$ cat src/rtl/sram_share_arbiter.sv
// sram_share_arbiter
//   Shares one single-port, read-first SRAM (1-cycle read latency) between two
//   requesters. Port 0 (FSMC bridge) has priority; port 1 (internal master) is
//   guaranteed a grant after MAX_WAIT consecutive blocked cycles.
//
// Ports
//   aclk, areset                 clock, asynchronous active-high reset
//   pX_valid / pX_ready          command handshake (transfer on valid & ready)
//   pX_addr, pX_wen, pX_wdata    command payload; pX_wen == 0 means read
//   pX_rvalid, pX_rdata          read response, two cycles after acceptance
//   sram_en, sram_wen,
//   sram_addr, sram_din          registered SRAM command
//   sram_dout                    SRAM read data, valid one cycle after read edge
module sram_share_arbiter #(
   parameter  int ADDR_WIDTH = 16,
   parameter  int DATA_WIDTH = 16,
   parameter  int MAX_WAIT   = 4,
   parameter  int CNT_WIDTH  = 4,
   localparam int BE_WIDTH   = DATA_WIDTH / 8
) (
   input  logic                  aclk,
   input  logic                  areset,
   input  logic                  p0_valid,
   output logic                  p0_ready,
   input  logic [ADDR_WIDTH-1:0] p0_addr,
   input  logic [BE_WIDTH-1:0]   p0_wen,
   input  logic [DATA_WIDTH-1:0] p0_wdata,
   output logic                  p0_rvalid,
   output logic [DATA_WIDTH-1:0] p0_rdata,
   input  logic                  p1_valid,
   output logic                  p1_ready,
   input  logic [ADDR_WIDTH-1:0] p1_addr,
   input  logic [BE_WIDTH-1:0]   p1_wen,
   input  logic [DATA_WIDTH-1:0] p1_wdata,
   output logic                  p1_rvalid,
   output logic [DATA_WIDTH-1:0] p1_rdata,
   output logic                  sram_en,
   output logic [BE_WIDTH-1:0]   sram_wen,
   output logic [ADDR_WIDTH-1:0] sram_addr,
   output logic [DATA_WIDTH-1:0] sram_din,
   input  logic [DATA_WIDTH-1:0] sram_dout
);

   localparam logic [CNT_WIDTH-1:0] MAX_CNT = CNT_WIDTH'(MAX_WAIT);

   logic [CNT_WIDTH-1:0]  wait_cnt;
   logic                  force1;
   logic                  accept;
   logic [ADDR_WIDTH-1:0] win_addr;
   logic [BE_WIDTH-1:0]   win_wen;
   logic [DATA_WIDTH-1:0] win_wdata;
   logic                  rd_pend_p1;
   logic                  rd_src_p1;
   logic [DATA_WIDTH-1:0] rdata0_hold;
   logic [DATA_WIDTH-1:0] rdata1_hold;

   // ---- Stage 0: combinational arbitration ----
   // Each ready is written purely from the valids and wait_cnt so that
   // neither ready is derived from the other one.
   assign force1   = (wait_cnt == MAX_CNT);
   assign p1_ready = p1_valid & (force1 | ~p0_valid);
   assign p0_ready = p0_valid & ~(p1_valid & force1);
   assign accept   = p0_ready | p1_ready;

   always_comb begin
      win_addr  = p0_addr;
      win_wen   = p0_wen;
      win_wdata = p0_wdata;
      if (p1_ready) begin
         win_addr  = p1_addr;
         win_wen   = p1_wen;
         win_wdata = p1_wdata;
      end
   end

   // Blocked cycles of port 1 are counted only while it keeps asking.
   always_ff @(posedge aclk or posedge areset) begin
      if (areset) begin
         wait_cnt <= '0;
      end else if (!p1_valid || p1_ready) begin
         wait_cnt <= '0;
      end else if (!force1) begin
         wait_cnt <= wait_cnt + 1'b1;
      end
   end

   // ---- Stage 1: registered SRAM command ----
   always_ff @(posedge aclk or posedge areset) begin
      if (areset) begin
         sram_en    <= 1'b0;
         sram_wen   <= '0;
         sram_addr  <= '0;
         sram_din   <= '0;
         rd_pend_p1 <= 1'b0;
         rd_src_p1  <= 1'b0;
      end else if (accept) begin
         sram_en    <= 1'b1;
         sram_wen   <= win_wen;
         sram_addr  <= win_addr;
         sram_din   <= win_wdata;
         rd_pend_p1 <= (win_wen == '0);
         rd_src_p1  <= p1_ready;
      end else begin
         sram_en    <= 1'b0;
         sram_wen   <= '0;
         rd_pend_p1 <= 1'b0;
      end
   end

   // ---- Stage 2: response routing ----
   // rvalid is registered; the SRAM output is only valid during the response
   // cycle, so it is passed straight through then and captured for holding.
   always_ff @(posedge aclk or posedge areset) begin
      if (areset) begin
         p0_rvalid <= 1'b0;
         p1_rvalid <= 1'b0;
      end else begin
         p0_rvalid <= rd_pend_p1 & ~rd_src_p1;
         p1_rvalid <= rd_pend_p1 &  rd_src_p1;
      end
   end

   always_ff @(posedge aclk or posedge areset) begin
      if (areset) begin
         rdata0_hold <= '0;
         rdata1_hold <= '0;
      end else begin
         if (p0_rvalid) rdata0_hold <= sram_dout;
         if (p1_rvalid) rdata1_hold <= sram_dout;
      end
   end

   assign p0_rdata = p0_rvalid ? sram_dout : rdata0_hold;
   assign p1_rdata = p1_rvalid ? sram_dout : rdata1_hold;

endmodule

$ cat config.mk
export PLATFORM = sky130hd
export DESIGN_NAME = sram_share_arbiter
export DESIGN_NICKNAME = d
export VERILOG_FILES = /design/src/rtl/sram_share_arbiter.sv
export SDC_FILE = /design/constraint.sdc
export NUM_CORES = 1
export LEC_CHECK = 0
export CORE_ASPECT_RATIO = 2
export CORE_MARGIN = 4
export CORE_UTILIZATION = 40
export DETAILED_ROUTE_END_ITERATION = 7
export GPL_ROUTABILITY_DRIVEN = 0
export GPL_TIMING_DRIVEN = 0
export MAX_ROUTING_LAYER = met4
export PLACE_DENSITY = 0.81
export RECOVER_POWER = 50
export SETUP_SLACK_MARGIN = 0.1
export SYNTH_ARGS = -nofsm -noshare
export SYNTH_HDL_FRONTEND = slang
export SYNTH_SLANG_ARGS = --single-unit
$ cat constraint.sdc
create_clock -name aclk -period 2.8 [get_ports aclk]
set_input_delay 0.28 -clock aclk [delete_from_list [all_inputs] [get_ports aclk]]
set_output_delay 0.28 -clock aclk [all_outputs]
set_load 0.01 [all_outputs]
==> reports/metrics.yaml, run 1 <==
routing:
  wl_per_cell_um: 17.3
  ant_nets: 0
  dr.pass1.iters: 4
  wl_met3_um: 408
  via_per_inst: 5.01
  wl_mm: 8.29
  highest_layer: "met4"
  drc: 0
  drt-met1-wl_mm: 3.11
  wl_met2_mm: 4.59
  vias: 2395
  drt-initial-drc-count: 105
synth:
  ys_ff_latch: 75
  synth_nets: 303
  yosysSeqAreaShare_pct: 61.3
  synth_area_per_cell_um2: 14.4
  synth.distinct_cells: 24
  netlist_area_mm2: 0.00306
  synthTopCellsByArea: "dfrtp_1, mux2_2, a221o_1, and2_1, a221o_2"
  synthCells: 213
  synth.largest_area_cell: "dfrtp_1"
  synth_top_area_share_pct: 61.3
  yosys_warnings: 0
cts:
  cts_max_level: 3
  cts_hold_buf: 0
  clock_sinks: 75
  cts_buffers: 9
  clockBufferDepth: 2
  cts_tree: "yes"
  root_buffer: "clkbuf_16"
  clkLatencyLatePin_ns: 0.33
  clkTransAtPathRegs_ns: 0.05
cells_and_area:
  mostFrequentLayoutCells: "clkdlybuf4s50_1, dfrtp_1, and2_1"
  nets: 472
  diodes: 0
  final_common_cell: "clkdlybuf4s50_1"
  fin_cells: 478
  final_core_util_pct: 68.1
  drive_gt1_share_pct: 13.5
  fillCellCount: 557
  synthToLayoutAreaGrowth_pct: 64.3
grt:
  grt_pass1_wl_mm: 13.3
  grt-ovfl-total: 0
  antenna_found_initial: 0
  grt_max_degree: 76
  grt_pass1_vias: 2695
  grt.total_usage_pct: 18.9
hold_path:
  hold_path.class: "flip-flop to flip-flop"
timing:
  drv_slew: 76
  finalHoldViolations: 0
  skew_ns: 0.00536
  setup_ws_ns: 0.265
  setup_viol: 0
  post-route-period-util_pct: 90.5
  worstMarginPinSlew_ns: 1.52
  fmax_mhz: 395
  whs_ns: 0.444
  relSlewSlack_pct: -1.59
  rsz0062_at_grt: "false"
  fin_crit_ns: 2.53
floorplan:
  ios: 159
  rows: 44
  coreArea_mm2: 0.00738
  die_h_um: 132
  start_util_pct: 41.5
  dieWidth_um: 69.9
  dieArea_mm2: 0.00920
power:
  leakage_nw: 2.16
  fin_total_pwr_mw: 3.27
  ir_drop_mv: 0.378
  p_per_area_mw_per_mm2: 651
placed_design:
  placedCellCount: 463
  placement.io_buffers: 158
  place_hpwl_mm: 6.35
  dp_slack_ns: 0.367
setup_path:
  critPathRequiredTime_ns: 2.52
  critPathLaunchType: "flip-flop"
  critPathKind: "flip-flop to output pin"
  cp-end-kind: "output pin"
  worst_ep_arrival_time_ns: 2.25
  crit_fanout: 10
run:
  maxCapViolations: 1
outcome:
  status: "finished, violations left"
  violations: "max-capacitance violations, max-slew violations"
## per-stage QoR
step | cell area [µm²] | setup TNS, ns
3_5_place_dp | 4760 | 0
4_1_cts | 5040 | 0
3_3_place_gp | 4760 | -40.57
6_report | 5030 | 0
5_1_grt | 5030 | 0
2_1_floorplan | 3060 | 0
## registers in the layout (all words and copies together) (netlist names)
| signal | cells |
|---|---|
| sram_din | 16 |
| sram_addr | 16 |
| p0_rvalid | 1 |
| p1_rvalid | 1 |
| sram_wen | 2 |
| rdata0_hold | 16 |
| rd_src_p1 | 1 |
| sram_en | 1 |
| rdata1_hold | 16 |
| rd_pend_p1 | 1 |
| wait_cnt | 4 |
## final cells by class
| cell class | count | area [µm²] | area share, % |
|---|---|---|---|
| clock buffer | 12 | 236 | 4.70 |
| multi-input combinational | 118 | 1050 | 21.0 |
| tap | 92 | 115 | 2.29 |
| timing repair buffer | 158 | 1580 | 31.5 |
| buffer | 14 | 100 | 1.99 |
| clock inverter | 3 | 40.0 | 0.796 |
| sequential | 75 | 1880 | 37.3 |
| inverter | 6 | 22.5 | 0.448 |
## synth_stat cells
library cell  count
dfrtp_1          75
a221o_2           6
buf_2             2
o22ai_1           1
buf_8             1
a221o_1          26
buf_6             3
a22o_1            3
xor2_1            1
a21oi_2           1
and2_2            1
o21a_1            1
and2_1           33
and3_1            4
inv_1             6
clkbuf_1          5
xnor2_1           1
nand3b_4          1
ha_1              2
nand3_1           1
mux2_2           32
nor2b_1           1
nor2_1            3
buf_4             3
## cells by family after synthesis
logic type               share of synthesized area (%)
flip-flops                                        61.3
AND/OR/NAND/NOR                                   9.20
AO/OA/AOI/OAI                                     12.3
multiplexers                                      11.8
buffers and inverters                             4.01
XOR/XNOR                                         0.572
adder cells (fa/ha/maj)                          0.818
## routing by layer
layer  track usage [%]  vias to the layer above
li1                  -                     1110
met1              20.3                     1173
met2              33.5                      102
met3              3.98                       10
met4              7.14                        0
met5                 -                        -
## final timing paths
kind	from	to	slack, ns	cells after the start
min in group asynchronous	areset	rdata0_hold[0]	0.86	2
max	wait_cnt[0]	p1_ready	0.27	6
max in group asynchronous	areset	rdata1_hold[9]	1.01	2
max reg2reg	wait_cnt[0]	sram_addr[15]	1.07	7
min reg2reg	rd_src_p1	p0_rvalid	0.44	1
min	rd_src_p1	p0_rvalid	0.44	1
## what timing repair did
action	in CTS	in global routing
endpoints found under the setup margin	0	1
buffers inserted	0	0
resized for setup	0	1
## critical path, stage by stage (launching register included)
cell             delay (ns)
dfrtp_1                0.40
inv_1                  0.09
ha_1                   0.15
nand3b_1               0.16
a21oi_4                0.32
buf_4                  0.23
clkdlybuf4s50_1        0.57
## power by group
part	switching (mW)	internal, mW
clock	0.399	0.682
combinational	0.334	0.546
sequential	0.0529	1.26
total	0.786	2.49
(Power assumes the default switching activity.)
==> run 2: changes to the inputs <==
ABC_AREA = 1   (was unset)
CORE_MARGIN = unset   (was 4)
==> run 2 against run 1 <==
  * Routed wire length is 0.31% lower
  * Area after synthesis rose by 0.20%
  * Utilization grew 0.87 points
  * Sequential share of layout area shrank 0.19 points
  * Global-route usage increased by 4.2 points
  * Via count increased by 10%
  * Clock power barely moved
  * Critical path type unchanged
  * Synthesized cell count rose by 35%
  * Register-to-register slack better by 0.20 ns
  * The flow now finishes without violations
  * Clock skew fell by 0.0013 ns
==> reports/metrics.yaml, run 2 <==
setup_path:
  slowest_stage: "clkdlybuf4s50_1"
  critPathBufInv: 4  # +1
  critPathLaunchType: "flip-flop"
  worst_ep_arrival_time_ns: 2.12  # -0.13 ns
  crit_chain: "inv_1 > ha_1 > nand3_1 > nand2_2 > nand2_2 > inv_2 > buf_8 > clkdlybuf4s50_1"
  critPathMaxStageDelay_ns: 0.54  # -0.03 ns
  cp-end-kind: "output pin"
  critPathRequiredTime_ns: 2.52  # about the same
  crit_top_cell: "nand2_2"
  critPathKind: "flip-flop to output pin"
  cp_top_family: "buffers and inverters"
  crit_fanout: 10  # unchanged
floorplan:
  rows: 44  # unchanged
  die_h_um: 126  # -4.5%
  dieArea_mm2: 0.00804  # -13%
  dieWidth_um: 63.9  # -8.5%
  start_util_pct: 41.9  # +0.40 points
  ios: 159  # unchanged
  coreArea_mm2: 0.00732  # -0.75%
synth:
  synth.largest_area_cell: "dfrtp_1"
  synth_top_family_by_area: "simple AND/OR/NAND/NOR gates"
  synth-edff-count: 0  # unchanged
  synth_top_area_share_pct: 61.2  # -0.13 points
  synth_most_common_cell: "nand2_1"
  async_reset_ff_share_pct: 100  # unchanged
  synthCells: 287  # +35%
  yosys_warnings: 0  # unchanged
  synth-compound-area-share_pct: 0.490  # -12 points
  netlist_area_mm2: 0.00307  # +0.20%
  synthSimpleGateAreaFrac_pct: 20.6  # +11 points
  synth_xor_area_share_pct: 0.571  # -0.0012 points
  synth.distinct_cells: 20  # -17%
  muxShareOfSynthArea_pct: 11.8  # -0.024 points
  yosysSeqAreaShare_pct: 61.2  # -0.13 points
  synth_nets: 377  # +24%
  ys_ff_latch: 75  # unchanged
  synthTopCellsByArea: "dfrtp_1, mux2_2, nand2_1, nand3_1, buf_6"
  synth_common_cells: "nand2_1, dfrtp_1, nand3_1, mux2_2, inv_1"
  synth-adder-area-share_pct: 0.816  # -0.0017 points
  synth_flop_cell: "dfrtp_1"
  synth_area_per_cell_um2: 10.7  # -26%
routing:
  ant_nets: 0  # unchanged
  wl_per_cell_um: 14.9  # -14%
  highest_layer: "met4"
  dr.pass1.iters: 4  # unchanged
  drc: 0  # unchanged
  wl_met3_um: 416  # +2.0%
  wl_met2_mm: 4.70  # +2.3%
  wl_mm: 8.27  # -0.31%
  via_per_inst: 4.75  # -5.1%
  drt-initial-drc-count: 112  # +6.7%
  vias: 2634  # +10%
  drt-met1-wl_mm: 2.95  # -5.0%
grt:
  grt_pass1_vias: 2827  # +4.9%
  grt-ovfl-total: 0  # unchanged
  grt.total_usage_pct: 23.1  # +4.2 points
  antenna_found_initial: 0  # unchanged
  grt_pass1_wl_mm: 13.6  # +2.0%
  grt_max_degree: 48  # -37%
power:
  p_per_area_mw_per_mm2: 653  # +0.26%
  leakage_nw: 2.23  # +3.3%
  fin_total_pwr_mw: 3.30  # +0.79%
  ir_drop_mv: 0.447  # +18%
timing:
  setup_viol: 0  # unchanged
  fmax_mhz: 417  # +5.8%
  final.setup.tns_ns: 0  # unchanged
  relSlewSlack_pct: 11.6  # +13 points
  skew_ns: 0.00411  # -0.00125 ns
  fin_crit_ns: 2.40  # -0.138 ns
  finalHoldViolations: 0  # unchanged
  drv_slew: 0  # -100%
  worstMarginPinSlew_ns: 1.32  # -0.203 ns
  post-route-period-util_pct: 85.6  # -4.9 points
  setup_ws_ns: 0.403  # +0.138 ns
  rsz0062_at_grt: "false"
placed_design:
  placement.io_buffers: 158  # unchanged
  dp_slack_ns: 0.580  # +0.213 ns
  place_hpwl_mm: 6.57  # +3.4%
cells_and_area:
  nets: 547  # +16%
  drive_gt1_share_pct: 11.5  # -2.0 points
  diodes: 0  # unchanged
  synthToLayoutAreaGrowth_pct: 64.8
  mostFrequentLayoutCells: "clkdlybuf4s50_1, nand2_1, dfrtp_1"
  final_common_cell: "clkdlybuf4s50_1"
cts:
  cts_hold_buf: 0  # unchanged
  cts_buffers: 9  # unchanged
  cts_tree: "yes"
  cts_setup_buffers: 0  # unchanged
  clock_sinks: 75  # unchanged
  cts_max_level: 3  # unchanged
  clkLatencyLatePin_ns: 0.33  # about the same
  ctsResizeCount: 0  # unchanged
  clkTransAtPathRegs_ns: 0.06  # about the same
  root_buffer: "clkbuf_16"
  clockBufferDepth: 2  # unchanged
outcome:
  status: "completed"
run:
  maxCapViolations: 0  # -1
hold_path:
  hold_path.class: "flip-flop to flip-flop"
run 2: changes by cell type after synthesis, sizes merged, moves of 5 or more:
cell / before / now
nand3: 1 / 45
a221o: 32 / 0
and2: 34 / 0
inv: 6 / 11
nand2: 0 / 97
run 2: final timing paths:
| path | to | cells past startpoint | slack (ns) | startpoint |
|---|---|---|---|---|
| max in group asynchronous | wait_cnt[2] | 3 | 1.36 | areset |
| min in group asynchronous | rdata0_hold[5] | 2 | 0.69 | areset |
| setup reg to reg | sram_addr[4] | 8 | 1.27 | wait_cnt[0] |
| hold / removal | p1_rvalid | 2 | 0.47 | rd_pend_p1 |
| setup / recovery | p1_ready | 8 | 0.40 | wait_cnt[0] |
| hold reg to reg | p1_rvalid | 2 | 0.47 | rd_pend_p1 |
run 2: layout make-up:
cell class | instances | area, µm²
fill | 555 | 2270
tap | 92 | 115
buffer | 13 | 95.1
inverter | 11 | 42.5
timing repair buffer | 159 | 1610
clock buffer | 9 | 225
multi-input combinational | 188 | 1040
clock inverter | 7 | 51.3
sequential | 75 | 1880
run 2: metal layers:
layer / track usage (%) / up-vias
met2: 42.1 / 116
li1: - / 1268
met1: 23.8 / 1234
met3: 3.99 / 16
met5: - / -
met4: 9.49 / 0
run 2: worst min-delay path, stage by stage, from the launching register on:
cell and delay, ns:
dfrtp_1 0.34, nand2_1 0.05, inv_1 0.05
run 2: cells by family after synthesis:
group,after synthesis
mux,32
xor+xnor,2
fa+ha+maj,2
flops,75
buf+inv,24
compound gates,3
simple gates,149
run 2: per-stage QoR:
| stage | util (%) | hold WS, ns | instances | cell area [µm²] |
|---|---|---|---|---|
| 3_3_place_gp | 65.1 | 0.444 | 537 | 4760 |
| 3_5_place_dp | 65.5 | 0.460 | 538 | 4790 |
| 2_1_floorplan | - | 0.400 | 287 | 3070 |
| 6_report | 69.0 | 0.474 | 554 | 5050 |
| 4_1_cts | 69.2 | 0.301 | 554 | 5070 |
| 5_1_grt | 69.0 | 0.506 | 554 | 5050 |
run 2: power breakdown:
part / internal [mW] / switching, mW
registers: 1.27 / 0.0621
clock network: 0.603 / 0.455
logic: 0.550 / 0.362
==> run 3: changes to the inputs <==
--- a/config.mk
+++ b/config.mk
@@ -8,2 +8,3 @@
 export ABC_AREA = 1
+export ABC_CLOCK_PERIOD_IN_PS = 2800
 export CORE_ASPECT_RATIO = 2
==> constraint.sdc (replaced) <==
create_clock -name aclk -period 2.8 [get_ports aclk]
set_input_delay 0.56 -clock aclk [delete_from_list [all_inputs] [get_ports aclk]]
set_output_delay 0.56 -clock aclk [all_outputs]
set_load 0.01 [all_outputs]
==> run 3 against run 2 <==
  * Sequential power about the same
  * Worst setup slack worse by 0.20 ns
  * Critical endpoint is now p0_rdata[8]
  * Critical path type unchanged
  * Clock power about the same
  * Largest cell class unchanged
==> reports/metrics.yaml, run 3 (synthesized netlist as in run 2, its figures left out) <==
outcome:
  status: "completed"
routing:
  dr.pass1.iters: 4  # unchanged
  vias: 2652  # +0.68%
  ant_nets: 0  # unchanged
  drc: 0  # unchanged
  via_per_inst: 4.78  # +0.50%
  wl_mm: 8.31  # +0.54%
  wl_per_cell_um: 15.0  # +0.36%
  drt-initial-drc-count: 103  # -8.0%
floorplan:
  start_util_pct: 41.9  # unchanged
  coreArea_mm2: 0.00732  # unchanged
  rows: 44  # unchanged
  dieWidth_um: 63.9  # unchanged
  ios: 159  # unchanged
  dieArea_mm2: 0.00804  # unchanged
  die_h_um: 126  # unchanged
cts:
  root_buffer: "clkbuf_16"
  cts_tree: "yes"
  clkLatencyLatePin_ns: 0.33  # about the same
  cts_buffers: 9  # unchanged
  clock_sinks: 75  # unchanged
  clockBufferDepth: 2  # unchanged
  clkTransAtPathRegs_ns: 0.06  # about the same
  cts_max_level: 3  # unchanged
cells_and_area:
  nets: 548  # +0.18%
  diodes: 0  # unchanged
  synthToLayoutAreaGrowth_pct: 64.8  # unchanged
  final_common_cell: "clkdlybuf4s50_1"
  drive_gt1_share_pct: 11.9  # +0.41 points
  mostFrequentLayoutCells: "clkdlybuf4s50_1, nand2_1, dfrtp_1"
timing:
  post-route-period-util_pct: 92.9  # +7.3 points
  fmax_mhz: 385  # -7.8%
  fin_crit_ns: 2.60  # +0.204 ns
  setup_viol: 0  # unchanged
  setup_ws_ns: 0.199  # -0.204 ns
  skew_ns: 0.00479  # +0.000676 ns
  final.setup.tns_ns: 0  # unchanged
  rsz0062_at_grt: "false"
  relSlewSlack_pct: 18.2  # +6.6 points
  drv_slew: 0  # unchanged
  finalHoldViolations: 0  # unchanged
  worstMarginPinSlew_ns: 1.22  # -0.0989 ns
grt:
  grt-ovfl-total: 0  # unchanged
  grt_pass1_vias: 2827  # unchanged
  antenna_found_initial: 0  # unchanged
  grt.total_usage_pct: 23.1  # about the same
  grt_pass1_wl_mm: 13.6  # +0.10%
  grt_max_degree: 48  # unchanged
setup_path:
  critPathRequiredTime_ns: 2.24  # -0.28 ns
  worst_ep_arrival_time_ns: 2.04  # -0.08 ns
  cp-end-kind: "output pin"
  critPathLaunchType: "flip-flop"
  critPathKind: "flip-flop to output pin"
  crit_fanout: 10  # unchanged
hold_path:
  hold_path.class: "flip-flop to flip-flop"
placed_design:
  placement.io_buffers: 158  # unchanged
  place_hpwl_mm: 6.57  # unchanged
  dp_slack_ns: 0.0203  # -0.560 ns
power:
  leakage_nw: 2.26  # +1.1%
  p_per_area_mw_per_mm2: 653  # about the same
  ir_drop_mv: 0.449  # +0.44%
run:
  maxCapViolations: 0  # unchanged
-- run 3: power by group --
group / internal (mW) / total [mW] / switching (mW)
registers: 1.27 / 1.33 / 0.0626
clock network: 0.603 / 1.06 / 0.455
logic: 0.548 / 0.909 / 0.361
total: 2.42 / 3.30 / 0.879
-- run 3: final timing paths --
| kind | from | to | slack (ns) | cells after the start |
|---|---|---|---|---|
| worst max-delay path | p0_rvalid | p0_rdata[8] | 0.20 | 4 |
| worst min-delay path | rd_src_p1 | p0_rvalid | 0.47 | 1 |
| worst max register to register | wait_cnt[0] | sram_din[3] | 1.21 | 9 |
| worst min register to register | rd_src_p1 | p0_rvalid | 0.47 | 1 |
| max in group asynchronous | areset | p1_rvalid | 0.62 | 3 |
| min in group asynchronous | areset | rdata0_hold[5] | 0.94 | 2 |
-- run 3: cell type report --
class                   count  area (µm²)
plain buffers              13         101
clock buffers               9         225
clock inverters             7        51.3
fillers                   553        2270
inverters                  11        45.0
multi-input cells         188        1040
flip-flops and latches     75        1880
well taps                  92         115
repair buffers            160        1600
-- run 3: stage by stage --
stage                     util (%)  area (µm²)  total power, mW  hold slack, ns  instances
after global placement        65.1        4760             2.25           0.444        537
after global routing          69.0        5050             3.44           0.506        555
after detailed placement      65.5        4790             2.29           0.460        538
after CTS                     69.3        5080             3.36           0.471        555
after floorplan                  -        3070             1.71           0.421        287
final                         69.0        5050             3.30           0.466        555
-- run 3: metal layers --
metal	GRT usage (%)	vias up	part of all wire [%]
li1	-	1270	-
met1	23.8	1247	36
met2	42.1	121	57
met3	3.99	14	5.1
met4	9.49	0	2.1
met5	-	-	0
-- run 3: critical path, stage by stage (launching register included) --
cell	delay, ns
dfrtp_1	0.35
buf_2	0.22
clkbuf_4	0.28
mux2_2	0.36
clkdlybuf4s50_1	0.50
-- run 3: timing repair --
action | in CTS | in global routing
setup buffers | 1 | 0
cloned | 0 | 0
endpoints found under the setup margin | 2 | 13
hold buffers | 0 | 0
gates resized for setup | 1 | 5
